`src/rtl/frame_buf_arbiter.sv`:
```
`default_nettype none
// =====================================================================
// frame_buf_arbiter: round-robin SDRAM burst scheduler for the camera
// write FIFO and the display read FIFO, with frame-relative addressing.
// Revision: 1.0
// =====================================================================
module frame_buf_arbiter #(
    parameter int ADDR_W      = 24,
    parameter int LVL_W       = 11,
    parameter int BURST_LEN   = 256,
    parameter int FRAME_WORDS = 307200,
    parameter int WR_BASE     = 0,
    parameter int RD_BASE     = 0,
    parameter int RD_LOW      = 256
) (
    input  logic              sys_clk,
    input  logic              sys_rst_n,
    input  logic              init_done,
    input  logic [LVL_W-1:0]  wr_fifo_level,
    input  logic [LVL_W-1:0]  rd_fifo_level,
    input  logic              rd_enable,
    input  logic              wr_frame_start,
    input  logic              rd_frame_start,
    input  logic              sdram_ack,
    input  logic              sdram_done,
    output logic              sdram_wr_req,
    output logic              sdram_rd_req,
    output logic [ADDR_W-1:0] sdram_addr,
    output logic              busy,
    output logic              wr_frame_done
);

    localparam logic [2:0] c_st_idle     = 3'd0;
    localparam logic [2:0] c_st_wr_req   = 3'd1;
    localparam logic [2:0] c_st_wr_burst = 3'd2;
    localparam logic [2:0] c_st_rd_req   = 3'd3;
    localparam logic [2:0] c_st_rd_burst = 3'd4;

    localparam logic c_grant_wr = 1'b0;
    localparam logic c_grant_rd = 1'b1;

    localparam logic [LVL_W-1:0]  c_burst_lvl   = LVL_W'(BURST_LEN);
    localparam logic [LVL_W-1:0]  c_rd_low      = LVL_W'(RD_LOW);
    localparam logic [ADDR_W-1:0] c_burst_words = ADDR_W'(BURST_LEN);
    localparam logic [ADDR_W-1:0] c_wr_base     = ADDR_W'(WR_BASE);
    localparam logic [ADDR_W-1:0] c_rd_base     = ADDR_W'(RD_BASE);
    localparam logic [ADDR_W-1:0] c_wr_end      = ADDR_W'(WR_BASE + FRAME_WORDS);
    localparam logic [ADDR_W-1:0] c_rd_end      = ADDR_W'(RD_BASE + FRAME_WORDS);

    logic [2:0]        state_q, state_d;
    logic              last_grant_q, last_grant_d;
    logic [ADDR_W-1:0] wr_addr_q, wr_addr_d;
    logic [ADDR_W-1:0] rd_addr_q, rd_addr_d;
    logic              wr_resync_q, wr_resync_d;
    logic              rd_resync_q, rd_resync_d;
    logic              sdram_wr_req_q, sdram_wr_req_d;
    logic              sdram_rd_req_q, sdram_rd_req_d;
    logic [ADDR_W-1:0] sdram_addr_q, sdram_addr_d;
    logic              busy_q, busy_d;
    logic              wr_frame_done_q, wr_frame_done_d;

    logic              w_wr_elig;
    logic              w_rd_elig;
    logic              w_wr_active;
    logic              w_rd_active;
    logic              w_wr_complete;
    logic              w_rd_complete;
    logic [ADDR_W-1:0] w_wr_addr_inc;
    logic [ADDR_W-1:0] w_rd_addr_inc;

    assign w_wr_elig     = init_done && (wr_fifo_level >= c_burst_lvl);
    assign w_rd_elig     = init_done && rd_enable && (rd_fifo_level <= c_rd_low);
    assign w_wr_active   = (state_q == c_st_wr_req) || (state_q == c_st_wr_burst);
    assign w_rd_active   = (state_q == c_st_rd_req) || (state_q == c_st_rd_burst);
    assign w_wr_complete = (state_q == c_st_wr_burst) && sdram_done;
    assign w_rd_complete = (state_q == c_st_rd_burst) && sdram_done;
    assign w_wr_addr_inc = wr_addr_q + c_burst_words;
    assign w_rd_addr_inc = rd_addr_q + c_burst_words;

    always_ff @(posedge sys_clk or negedge sys_rst_n) begin
        if (!sys_rst_n) begin
            state_q      <= c_st_idle;
            last_grant_q <= c_grant_rd;
        end else begin
            state_q      <= state_d;
            last_grant_q <= last_grant_d;
        end
    end

    // On a tie the path that did not win last time is granted.
    always_comb begin
        state_d      = state_q;
        last_grant_d = last_grant_q;
        case (state_q)
            c_st_idle: begin
                if (w_wr_elig && (!w_rd_elig || (last_grant_q == c_grant_rd))) begin
                    state_d      = c_st_wr_req;
                    last_grant_d = c_grant_wr;
                end else if (w_rd_elig) begin
                    state_d      = c_st_rd_req;
                    last_grant_d = c_grant_rd;
                end
            end
            c_st_wr_req: begin
                if (sdram_ack) begin
                    state_d = c_st_wr_burst;
                end
            end
            c_st_wr_burst: begin
                if (sdram_done) begin
                    state_d = c_st_idle;
                end
            end
            c_st_rd_req: begin
                if (sdram_ack) begin
                    state_d = c_st_rd_burst;
                end
            end
            c_st_rd_burst: begin
                if (sdram_done) begin
                    state_d = c_st_idle;
                end
            end
            default: begin
                state_d = c_st_idle;
            end
        endcase
    end

    // A frame start seen mid-transaction is deferred to burst completion.
    always_comb begin
        wr_addr_d       = wr_addr_q;
        wr_resync_d     = wr_resync_q;
        wr_frame_done_d = 1'b0;
        if (w_wr_complete) begin
            wr_resync_d = 1'b0;
            if (wr_resync_q || wr_frame_start) begin
                wr_addr_d = c_wr_base;
            end else if (w_wr_addr_inc == c_wr_end) begin
                wr_addr_d       = c_wr_base;
                wr_frame_done_d = 1'b1;
            end else begin
                wr_addr_d = w_wr_addr_inc;
            end
        end else if (wr_frame_start) begin
            if (w_wr_active) begin
                wr_resync_d = 1'b1;
            end else begin
                wr_addr_d = c_wr_base;
            end
        end

        rd_addr_d   = rd_addr_q;
        rd_resync_d = rd_resync_q;
        if (w_rd_complete) begin
            rd_resync_d = 1'b0;
            if (rd_resync_q || rd_frame_start || (w_rd_addr_inc == c_rd_end)) begin
                rd_addr_d = c_rd_base;
            end else begin
                rd_addr_d = w_rd_addr_inc;
            end
        end else if (rd_frame_start) begin
            if (w_rd_active) begin
                rd_resync_d = 1'b1;
            end else begin
                rd_addr_d = c_rd_base;
            end
        end
    end

    // Outputs are decoded from the next state so they are registered yet
    // line up with the state they describe.
    always_comb begin
        sdram_wr_req_d = (state_d == c_st_wr_req);
        sdram_rd_req_d = (state_d == c_st_rd_req);
        busy_d         = (state_d != c_st_idle);
        sdram_addr_d   = '0;
        if (state_d == c_st_wr_req) begin
            sdram_addr_d = wr_addr_d;
        end else if (state_d == c_st_rd_req) begin
            sdram_addr_d = rd_addr_d;
        end
    end

    always_ff @(posedge sys_clk or negedge sys_rst_n) begin
        if (!sys_rst_n) begin
            wr_addr_q       <= c_wr_base;
            rd_addr_q       <= c_rd_base;
            wr_resync_q     <= 1'b0;
            rd_resync_q     <= 1'b0;
            sdram_wr_req_q  <= 1'b0;
            sdram_rd_req_q  <= 1'b0;
            sdram_addr_q    <= '0;
            busy_q          <= 1'b0;
            wr_frame_done_q <= 1'b0;
        end else begin
            wr_addr_q       <= wr_addr_d;
            rd_addr_q       <= rd_addr_d;
            wr_resync_q     <= wr_resync_d;
            rd_resync_q     <= rd_resync_d;
            sdram_wr_req_q  <= sdram_wr_req_d;
            sdram_rd_req_q  <= sdram_rd_req_d;
            sdram_addr_q    <= sdram_addr_d;
            busy_q          <= busy_d;
            wr_frame_done_q <= wr_frame_done_d;
        end
    end

    assign sdram_wr_req  = sdram_wr_req_q;
    assign sdram_rd_req  = sdram_rd_req_q;
    assign sdram_addr    = sdram_addr_q;
    assign busy          = busy_q;
    assign wr_frame_done = wr_frame_done_q;

endmodule
`default_nettype wire

```
`config.mk`:
```
export PLATFORM = sky130hd
export DESIGN_NAME = frame_buf_arbiter
export DESIGN_NICKNAME = d
export VERILOG_FILES = /design/src/rtl/frame_buf_arbiter.sv
export SDC_FILE = /design/constraint.sdc
export NUM_CORES = 1
export LEC_CHECK = 0
export ABC_AREA = 1
export CORE_ASPECT_RATIO = 0.6
export CORE_MARGIN = 2
export CORE_UTILIZATION = 40
export CTS_BUF_LIST = sky130_fd_sc_hd__clkbuf_16
export DETAILED_ROUTE_END_ITERATION = 16
export PLACE_DENSITY = 0.71
export SLEW_MARGIN = 20
export SYNTH_ARGS = -nofsm -noshare
export SYNTH_HDL_FRONTEND = slang
export SYNTH_SLANG_ARGS = --single-unit
```
`constraint.sdc`:
```
create_clock -name sys_clk -period 3.9 [get_ports sys_clk]
set_clock_uncertainty 0.05 [all_clocks]
set_input_delay 0.78 -clock sys_clk [delete_from_list [all_inputs] [get_ports sys_clk]]
set_output_delay 0.78 -clock sys_clk [all_outputs]
set_load 0.02 [all_outputs]
```
* Yosys cells after proc, flatten, opt, wreduce, memory -nomap -nowiden
Cells that the tools add are included.
W data, S select, Z words.
** Cells by class
- Equality and inequality tests :: 8
- Order comparisons :: 2
- Muxes and demuxes :: 28
- $add $sub $neg :: 2
- Reductions and logical operators :: 24
** Operators with widths (number)
- $mux W24 :: 11
- $add A24 B9 Y24 const B :: 2
- $eq A24 B19 Y1 const B :: 2
- $mux W3 :: 5
- $pmux W3 S4 :: 1
- $ge A11 B9 Y1 const B :: 1
- $le A11 B9 Y1 const B :: 1
- $mux W1 :: 11
- $reduce_bool A2 Y1 :: 5
- $eq A3 B2 Y1 const B :: 3
- $eq A3 B1 Y1 const B :: 2
- $logic_and A1 B1 Y1 :: 6
- $logic_or A1 B1 Y1 :: 6
- $reduce_and A2 Y1 :: 3
- $eq A3 B3 Y1 const B :: 1
- $logic_not A3 Y1 :: 1
- $reduce_bool A3 Y1 :: 1
- $reduce_or A2 Y1 :: 1
- $logic_not A1 Y1 :: 1
** Word-level totals
- Word-level logic and storage cells :: 75
- Input port bits :: 30
- Output and inout port bits :: 28
- Register bits :: 82

* Logic depth before layout (Yosys ltp)
Gate-level depths: netlist of run 1.
- Depth in word-level cells :: 10
- Mapped depth :: 15

* Worst setup path after synthesis of run 1
OpenSTA, ideal clock, no wires.
- Path kind :: input to register
- Start :: input rd_fifo_level[4]
- End :: register sdram_addr_q[0], in the netlist sdram_addr[0]
- Arrival time :: 1.953 ns
- Cell stages on the path :: 10
- Data required time :: 3.785 ns
- Setup time :: 0.065 ns
- Path slack :: 1.832 ns
- Path through :: nor2_1 nand2_1 o21ai_0 nand3b_1 nand3_1 inv_1 nor2_2 buf_2 nand2_1 nand2_1
** On the way
- Word-level cells in the longest chain between the ends :: 10
- Elaborated cells on any way between the ends :: 12
- Classes of those cells :: 1 x order compare; 2 x eq/ne; 5 x mux; 4 x reduce/logical
** Ends and longest elaborated chain
- start, declared :: line 20 : input logic [LVL_W-1:0] rd_fifo_level,
- $le A11 B9 Y1 (*) :: line 72 : assign w_rd_elig = init_done && rd_enable && (rd_fifo_level <= c_rd_low);
- $logic_and A1 B1 Y1 (*) :: line 72
- $logic_not A1 Y1 :: line 96 : if (w_wr_elig && (!w_rd_elig || (last_grant_q == c_grant_rd))) begin
- $logic_or A1 B1 Y1 :: line 96
- $logic_and A1 B1 Y1 :: line 96
- $mux W3 (*) :: line 96
- $pmux W3 S4 (*) :: line 94 : case (state_q)
- named net state_d[0] :: line 50 : logic [2:0] state_q, state_d;
- $eq A3 B2 Y1 :: line 180 : end else if (state_d == c_st_rd_req) begin
- $mux W24 :: line 180
- $mux W24 (*) :: line 178 : if (state_d == c_st_wr_req) begin
- named net sdram_addr_d[0] :: line 58 : logic [ADDR_W-1:0] sdram_addr_q, sdram_addr_d;
- end signal, assigned :: line 203 : sdram_addr_q <= sdram_addr_d;
- end, declared :: line 58
The timed path passes the listed nets; every way through them passes the cells marked *.
A chain may end at the register's enable or synchronous reset.

* Final worst setup path of run 1
- Start :: register rd_addr_q[8]
- End :: register sdram_addr_q[5], in the netlist sdram_addr[5]
** On the way
- Word-level cells in the longest chain between the ends :: 7
** Ends and longest elaborated chain
- start, declared :: line 53 : logic [ADDR_W-1:0] rd_addr_q, rd_addr_d;
- start signal, assigned :: line 188 : rd_addr_q <= c_rd_base;
- start signal, assigned :: line 198 : rd_addr_q <= rd_addr_d;
- $add A24 B9 Y24 :: line 78 : assign w_rd_addr_inc = rd_addr_q + c_burst_words;
- $eq A24 B19 Y1 :: line 157 : if (rd_resync_q || rd_frame_start || (w_rd_addr_inc == c_rd_end)) begin
- $logic_or A1 B1 Y1 :: line 157
- $mux W24 :: line 157
- $mux W24 :: line 155 : if (w_rd_complete) begin
- $mux W24 :: line 180
- $mux W24 :: line 178
- named net sdram_addr_d[5] :: line 58
The timed path passes the listed nets, and every way through them passes these cells.

==> impl_metrics.py, run 1 <==
metrics = {
    "worst_setup_path": {
        "crit_top_cell": "nand2_1",
        "cp-start-kind": "flop",
        "critPathMaxStageDelay_ns": 0.43,
        "worstSetupPathType": "reg -> reg",
        "critPathMaxFanout": 21,
        "path_cells": "ha_1 > nand2_2 > nor2_4 > nand2_1 > nand2_1 > nand2_1 > nor2_1 > nand2_1 > nor2_1 > nand2_1 > nand2_2 > nand2_2 > nand3_1 > nand2_1",
        "cp.required_ns": 4.08,
        "critPathSlowestCell": "dfrtp_1",
        "crit_path_end_kind": "flop",
        "crit_arrival_ns": 2.92,
    },
    "power_and_ir_drop": {
        "power_frac_seq_pct": 40.6,
        "pwr-share-clk_pct": 40.8,
        "p_leak_nw": 2.51,
        "p_per_area_mw_per_mm2": 438,
        "power_switching_mw": 0.720,
        "combPwrFrac_pct": 18.7,
        "vdd.ir_drop.worst_uv": 288,
        "sw_frac_of_total_pct": 31.3,
        "p_int_mw": 1.58,
    },
    "clocking": {
        "cts_buffers": 9,
        "post_cts_buffers": 0,
        "clk_pin_slew_ns": 0.07,
        "cts_buffer_depth": 2,
        "cts-root-buf": "clkbuf_16",
        "clk_latency_ns": 0.35,
        "cts_hold_buf": 0,
        "h-tree-depth": 3,
        "cts_tree": "yes",
        "post_cts_resized": 0,
        "clock-sinks": 82,
    },
    "timing": {
        "setup_slack_ns": 1.16,
        "hold_viol": 0,
        "max_slew_margin_pct": 49.4,
        "setup_violations": 0,
        "tightest_slew_ns": 0.759,
        "hold_ws_ns": 0.408,
        "layout_min_cycle_time_ns": 2.74,
        "drv_slew": 0,
        "grt_setup_unrepaired": "false",
        "setup-tns-final_ns": 0,
        "max_freq_mhz": 366,
        "min_period_over_period_pct": 70.1,
    },
    "final_layout": {
        "finish.utilization_pct": 49.9,
        "drive_gt1_share_pct": 5.73,
        "areaGrowthSynthToFinish_pct": 21.6,
        "insertedDiodeCount": 0,
        "nets": 656,
    },
    "job": {
        "cap_violations": 0,
    },
    "routing": {
        "via_count": 4043,
        "antenna_left": 0,
        "drc": 0,
        "drt-initial-drc-count": 290,
        "drt_first_pass_iters": 5,
        "avgViaCountPerCell": 5.27,
        "wl_um": 11300,
        "wl_per_cell_um": 14.7,
    },
    "grt": {
        "grt_max_degree": 83,
        "grt_pass1_wl_um": 19200,
        "antenna_found_initial": 0,
        "grt_overflow": 0,
        "grt.total_usage_pct": 20.5,
        "grt_pass1_vias": 3960,
    },
    "die": {
        "rows": 29,
        "core_sq_mm": 0.0105,
        "die_h_um": 84.5,
        "die_area_sq_mm": 0.0117,
        "initial_core_util_pct": 41.0,
        "die_w_um": 138,
        "io_pins": 58,
    },
    "placed_design": {
        "portBuffers": 49,
        "gp_congestion": 0.933,
        "dp_slack_ns": 0.888,
        "hpwl_um": 8140,
    },
    "synth": {
        "yosysWarnings": 0,
        "synth_cells": 576,
        "async_flop_share_pct": 100,
        "synth.area.top_cells": "dfrtp_1 (47%), nand2_1 (16%), nand3_1 (6.1%)",
        "synth_most_common_cell": "nand2_1",
        "synth_ff_type": "dfrtp_1",
        "synth.top_cells.by_count": "nand2_1 (188), dfrtp_1 (81), nor2_1 (68)",
        "syn_avg_cell_area_sq_um": 7.49,
        "synth.distinct_cells": 35,
        "synth_top_area_share_pct": 47.0,
        "netlist_area_sq_mm": 0.00432,
        "yosysSeqAreaShare_pct": 47.6,
        "yosysTopAreaCell": "dfrtp_1",
        "ys_ff_latch": 82,
        "synth_nets": 609,
        "synth_edf_count": 0,
    },
    "run_status": {
        "status": "completed",
    },
    "min_path": {
        "worstHoldPathType": "in -> async",
    },
}
## through the flow
step                      area [sq um]  instances  power (mW)
after CTS                         5240        767        2.31
after global placement            4920        751        1.36
final                             5250        767        2.30
after global routing              5250        767        2.41
after detailed placement          4920        751        1.37
after floorplan                   4320        576        1.22
## cell usage in the layout, fill, tap and decap left out, types with 2 or more instances in the layout
cell,instances
ha_1,3
nor2_1,68
clkinvlp_4,2
inv_2,2
nand4_1,12
inv_1,64
o22ai_1,13
xor2_1,6
dfrtp_1,81
inv_6,2
o21bai_1,2
buf_4,3
nor2_4,3
nor2_2,2
clkbuf_16,9
bufinv_16,2
nand3_1,53
nand2_2,4
nor3_1,4
a21boi_0,16
nand2_1,188
o21ai_1,2
nor3_2,3
o21ai_0,9
clkdlybuf4s50_1,48
a21boi_1,3
a21oi_1,12
## power by group through the flow
stage	logic (mW)	clock network [mW]	registers (mW)
after CTS	0.427	0.952	0.932
after detailed placement	0.425	0	0.947
after global routing	0.477	0.991	0.940
after floorplan	0.259	0	0.958
after global placement	0.415	0	0.943
final	0.429	0.937	0.933
## registers in the layout, indices dropped and copies added (netlist names)
register / count
sdram_rd_req: 1
wr_addr_q: 24
last_grant_q: 1
wr_frame_done: 1
rd_resync_q: 1
rd_addr_q: 24
sdram_wr_req: 1
busy: 1
wr_resync_q: 1
sdram_addr: 24
state_q: 3
## metal layers
metal  GRT usage [%]  vias to the layer above  routed length (um)
met1            30.1                     1921                5510
met4            5.84                        0                 158
met2            30.5                      169                4780
met3            4.68                       23                 827
li1                -                     1930                   -
met5               0                        -                   0
## path summary, 6_finish.rpt
| path | from | to | slack, ns | depth (start not counted) |
|---|---|---|---|---|
| setup / recovery | rd_addr_q[8]$_DFF_PN0_ | sdram_addr[5]$_DFF_PN0_ | 1.16 | 14 |
| hold / removal | sys_rst_n | rd_addr_q[22]$_DFF_PN0_ | 0.41 | 1 |
| setup reg to reg | rd_addr_q[8]$_DFF_PN0_ | sdram_addr[5]$_DFF_PN0_ | 1.16 | 14 |
| hold reg to reg | rd_resync_q$_DFFE_PN0P_ | rd_resync_q$_DFFE_PN0P_ | 0.48 | 2 |
| max in group asynchronous | sys_rst_n | sdram_addr[14]$_DFF_PN0_ | 2.85 | 1 |
| min in group sys_clk | rd_resync_q$_DFFE_PN0P_ | rd_resync_q$_DFFE_PN0P_ | 0.48 | 2 |
## cell families after synthesis
logic type / synth area share (%)
buf+inv: 7.89
simple gates: 33.3
flops: 47.6
compound gates: 9.13
fa+ha+maj: 0.870
xor+xnor: 1.22
## worst max-delay path: cells and delay by family, from the launching register on
family | cells | cell delay (ns)
flops | 1 | 0.43
simple gates | 13 | 1.89
fa+ha+maj | 1 | 0.23
## layout make-up
class	instances	area, sq um
clock buffers	9	225
well taps	139	174
fillers	1020	5280
repair buffers	52	514
clock inverters	7	101
multi-input cells	411	1930
inverters	67	251
flip-flops and latches	82	2050
(Power assumes the default switching activity.)
==> run 2, diff against run 1 <==
--- a/config.mk
+++ b/config.mk
@@ -11,7 +11,7 @@
 export CORE_UTILIZATION = 40
 export CTS_BUF_LIST = sky130_fd_sc_hd__clkbuf_16
 export DETAILED_ROUTE_END_ITERATION = 16
-export PLACE_DENSITY = 0.71
+export PLACE_DENSITY = 0.74
 export SLEW_MARGIN = 20
 export SYNTH_ARGS = -nofsm -noshare
 export SYNTH_HDL_FRONTEND = slang
==> constraint.sdc (replaced) <==
create_clock -name sys_clk -period 2.2 [get_ports sys_clk]
set_clock_uncertainty 0.05 [all_clocks]
set_input_delay 0.44 -clock sys_clk [delete_from_list [all_inputs] [get_ports sys_clk]]
set_output_delay 0.44 -clock sys_clk [all_outputs]
set_load 0.02 [all_outputs]
==> run 2 against run 1 <==
  * Fmax up 30%
  * Clock power increased by 61%
  * Via count is 2.2% higher
  * Global-route usage shrank 0.17 points
  * Non-clock buffer count grew 30
  * Register-to-register slack got worse by 1.1 ns
  * Sequential share of layout area is 2.4 points lower
  * Worst hold slack got worse by 0.40 ns
  * Design area increased by 6.4%
  * Critical path depth is 1 higher
  * Cell count up 3.9%
  * Highest routed layer unchanged
==> impl_metrics.py, run 2 (same netlist as run 1, synthesis figures left out) <==
metrics = {
    "routing": {
        "drt-initial-drc-count": 337,
        "wl_per_cell_um": 14.5,
        "via_count": 4133,
        "wl_um": 11600,
        "antenna_left": 0,
        "drt_first_pass_iters": 5,
        "drc": 0,
        "avgViaCountPerCell": 5.19,
    },
    "final_layout": {
        "drive_gt1_share_pct": 12.8,
        "final_cell_mix": "nand2_1 (182), dfrtp_1 (81), inv_1 (64), nor2_1 (59), nand3_1 (51)",
        "finish.utilization_pct": 53.0,
        "layout_commonest_cell": "nand2_1",
        "insertedDiodeCount": 0,
        "areaGrowthSynthToFinish_pct": 29.3,
        "fin_cells": 797,
        "nets": 686,
        "design_area_sq_mm": 0.00558,
    },
    "worst_setup_path": {
        "r2r_start": "rd_addr_q[9]$_DFF_PN0_",
        "reg2reg_to": "sdram_addr[0]$_DFF_PN0_",
        "crit_arrival_ns": 2.28,
        "critPathMaxStageDelay_ns": 0.42,
        "crit_path_end_kind": "flop",
        "crit_top_cell": "nand2_1",
        "cp.required_ns": 2.37,
        "cpLargestDelayFamily": "simple AND/OR/NAND/NOR gates",
        "path_cells": "buf_6 > nand2_1 > nor2_4 > nand3_1 > nand2_1 > nand2_1 > nor2_1 > nand2_1 > nor2_2 > nand2_2 > nand2_2 > nand2_2 > buf_12 > nand3_1 > nand2_1",
        "cp-start-kind": "flop",
        "worstSetupPathType": "reg -> reg",
        "critPathMaxFanout": 20,
        "critPathBufInv": 2,
        "regToRegSetupSlack_ns": 0.09,
        "reg2regPathDepth": 15,
        "critPathSlowestCell": "dfrtp_1",
    },
    "timing": {
        "setup_slack_ns": 0.0885,
        "hold_viol": 0,
        "max_slew_margin_pct": 64.9,
        "drv_slew": 0,
        "min_period_over_period_pct": 96.0,
        "layout_min_cycle_time_ns": 2.11,
        "max_freq_mhz": 474,
        "hold_ws_ns": 0.00920,
        "tightest_slew_ns": 0.522,
        "setup-tns-final_ns": 0,
        "setup_violations": 0,
    },
    "clocking": {
        "cts-root-buf": "clkbuf_16",
        "cts_buffers": 9,
        "clk_pin_slew_ns": 0.06,
        "clk_latency_ns": 0.34,
        "cts_tree": "yes",
        "clock-sinks": 82,
        "cts_buffer_depth": 2,
        "h-tree-depth": 3,
    },
    "placed_design": {
        "dp_slack_ns": -0.0488,
        "portBuffers": 49,
        "place_area_sq_mm": 0.00516,
        "hpwl_um": 8510,
        "gp_congestion": 0.907,
        "dp.cells": 777,
    },
    "grt": {
        "antenna_found_initial": 0,
        "grt_overflow": 0,
        "grt_max_degree": 40,
        "grt_pass1_vias": 3852,
        "grt.total_usage_pct": 20.3,
        "grt_pass1_wl_um": 18900,
    },
    "die": {
        "io_pins": 58,
        "core_sq_mm": 0.0105,
        "die_area_sq_mm": 0.0117,
        "initial_core_util_pct": 41.0,
        "die_h_um": 84.5,
        "die_w_um": 138,
        "rows": 29,
    },
    "power_and_ir_drop": {
        "total_power_mw": 4.07,
        "vdd.ir_drop.worst_uv": 702,
        "p_leak_nw": 2.68,
        "p_per_area_mw_per_mm2": 729,
    },
    "run_status": {
        "status": "completed",
    },
    "job": {
        "cap_violations": 0,
    },
    "min_path": {
        "worstHoldPathType": "in -> async",
    },
}
-- run 2: final cells by class --
class | instances | area [sq um]
multi-input cells | 411 | 2010
repair buffers | 82 | 793
well taps | 139 | 174
clock buffers | 9 | 225
flip-flops and latches | 82 | 2050
fillers | 994 | 4940
inverters | 67 | 251
clock inverters | 7 | 70.1
-- run 2: metal layers --
layer  global-route usage [%]  vias to the layer above  routed length, um
li1                         -                     1994                  -
met5                        0                        -                  0
met2                     30.6                      136               5110
met4                     3.99                        0                104
met1                     29.6                     1989               5530
met3                     5.65                       14                832
-- run 2: how the worst max path moves through the flow --
stage,startpoint,endpoint,slack (ns),depth (start not counted)
after floorplan,rd_addr_q[8]$_DFF_PN0_,sdram_addr[20]$_DFF_PN0_,0.35,15
after global placement,rd_fifo_level[4],sdram_addr[0]$_DFF_PN0_,-0.02,12
after detailed placement,rd_fifo_level[6],sdram_addr[0]$_DFF_PN0_,-0.05,12
after CTS,rd_addr_q[8]$_DFF_PN0_,rd_addr_q[21]$_DFF_PN0_,0.03,13
after global routing,wr_addr_q[9]$_DFF_PN0_,sdram_addr[8]$_DFF_PN0_,-0.02,15
final,rd_addr_q[9]$_DFF_PN0_,sdram_addr[0]$_DFF_PN0_,0.09,15
-- run 2: repair_timing --
| item | 4_1_cts | 5_1_grt |
|---|---|---|
| hold buffers | 0 | 0 |
| gates resized for setup | 1 | 27 |
| endpoints found under the setup margin | 4 | 49 |
| buffers inserted | 0 | 4 |
| pin swaps | 0 | 12 |
-- run 2: report_power, final --
group	leakage [nW]	total, mW	internal (mW)	switching, mW
sequential	1.13	1.65	1.59	0.0592
clock	0.147	1.51	0.877	0.630
combinational	1.40	0.914	0.325	0.589
-- run 2: worst reg2reg max path: cells and delay by family, from the launching register on --
family        cells  cell delay [ns]
buf+inv           2             0.29
simple gates     13             1.23
flops             1             0.42
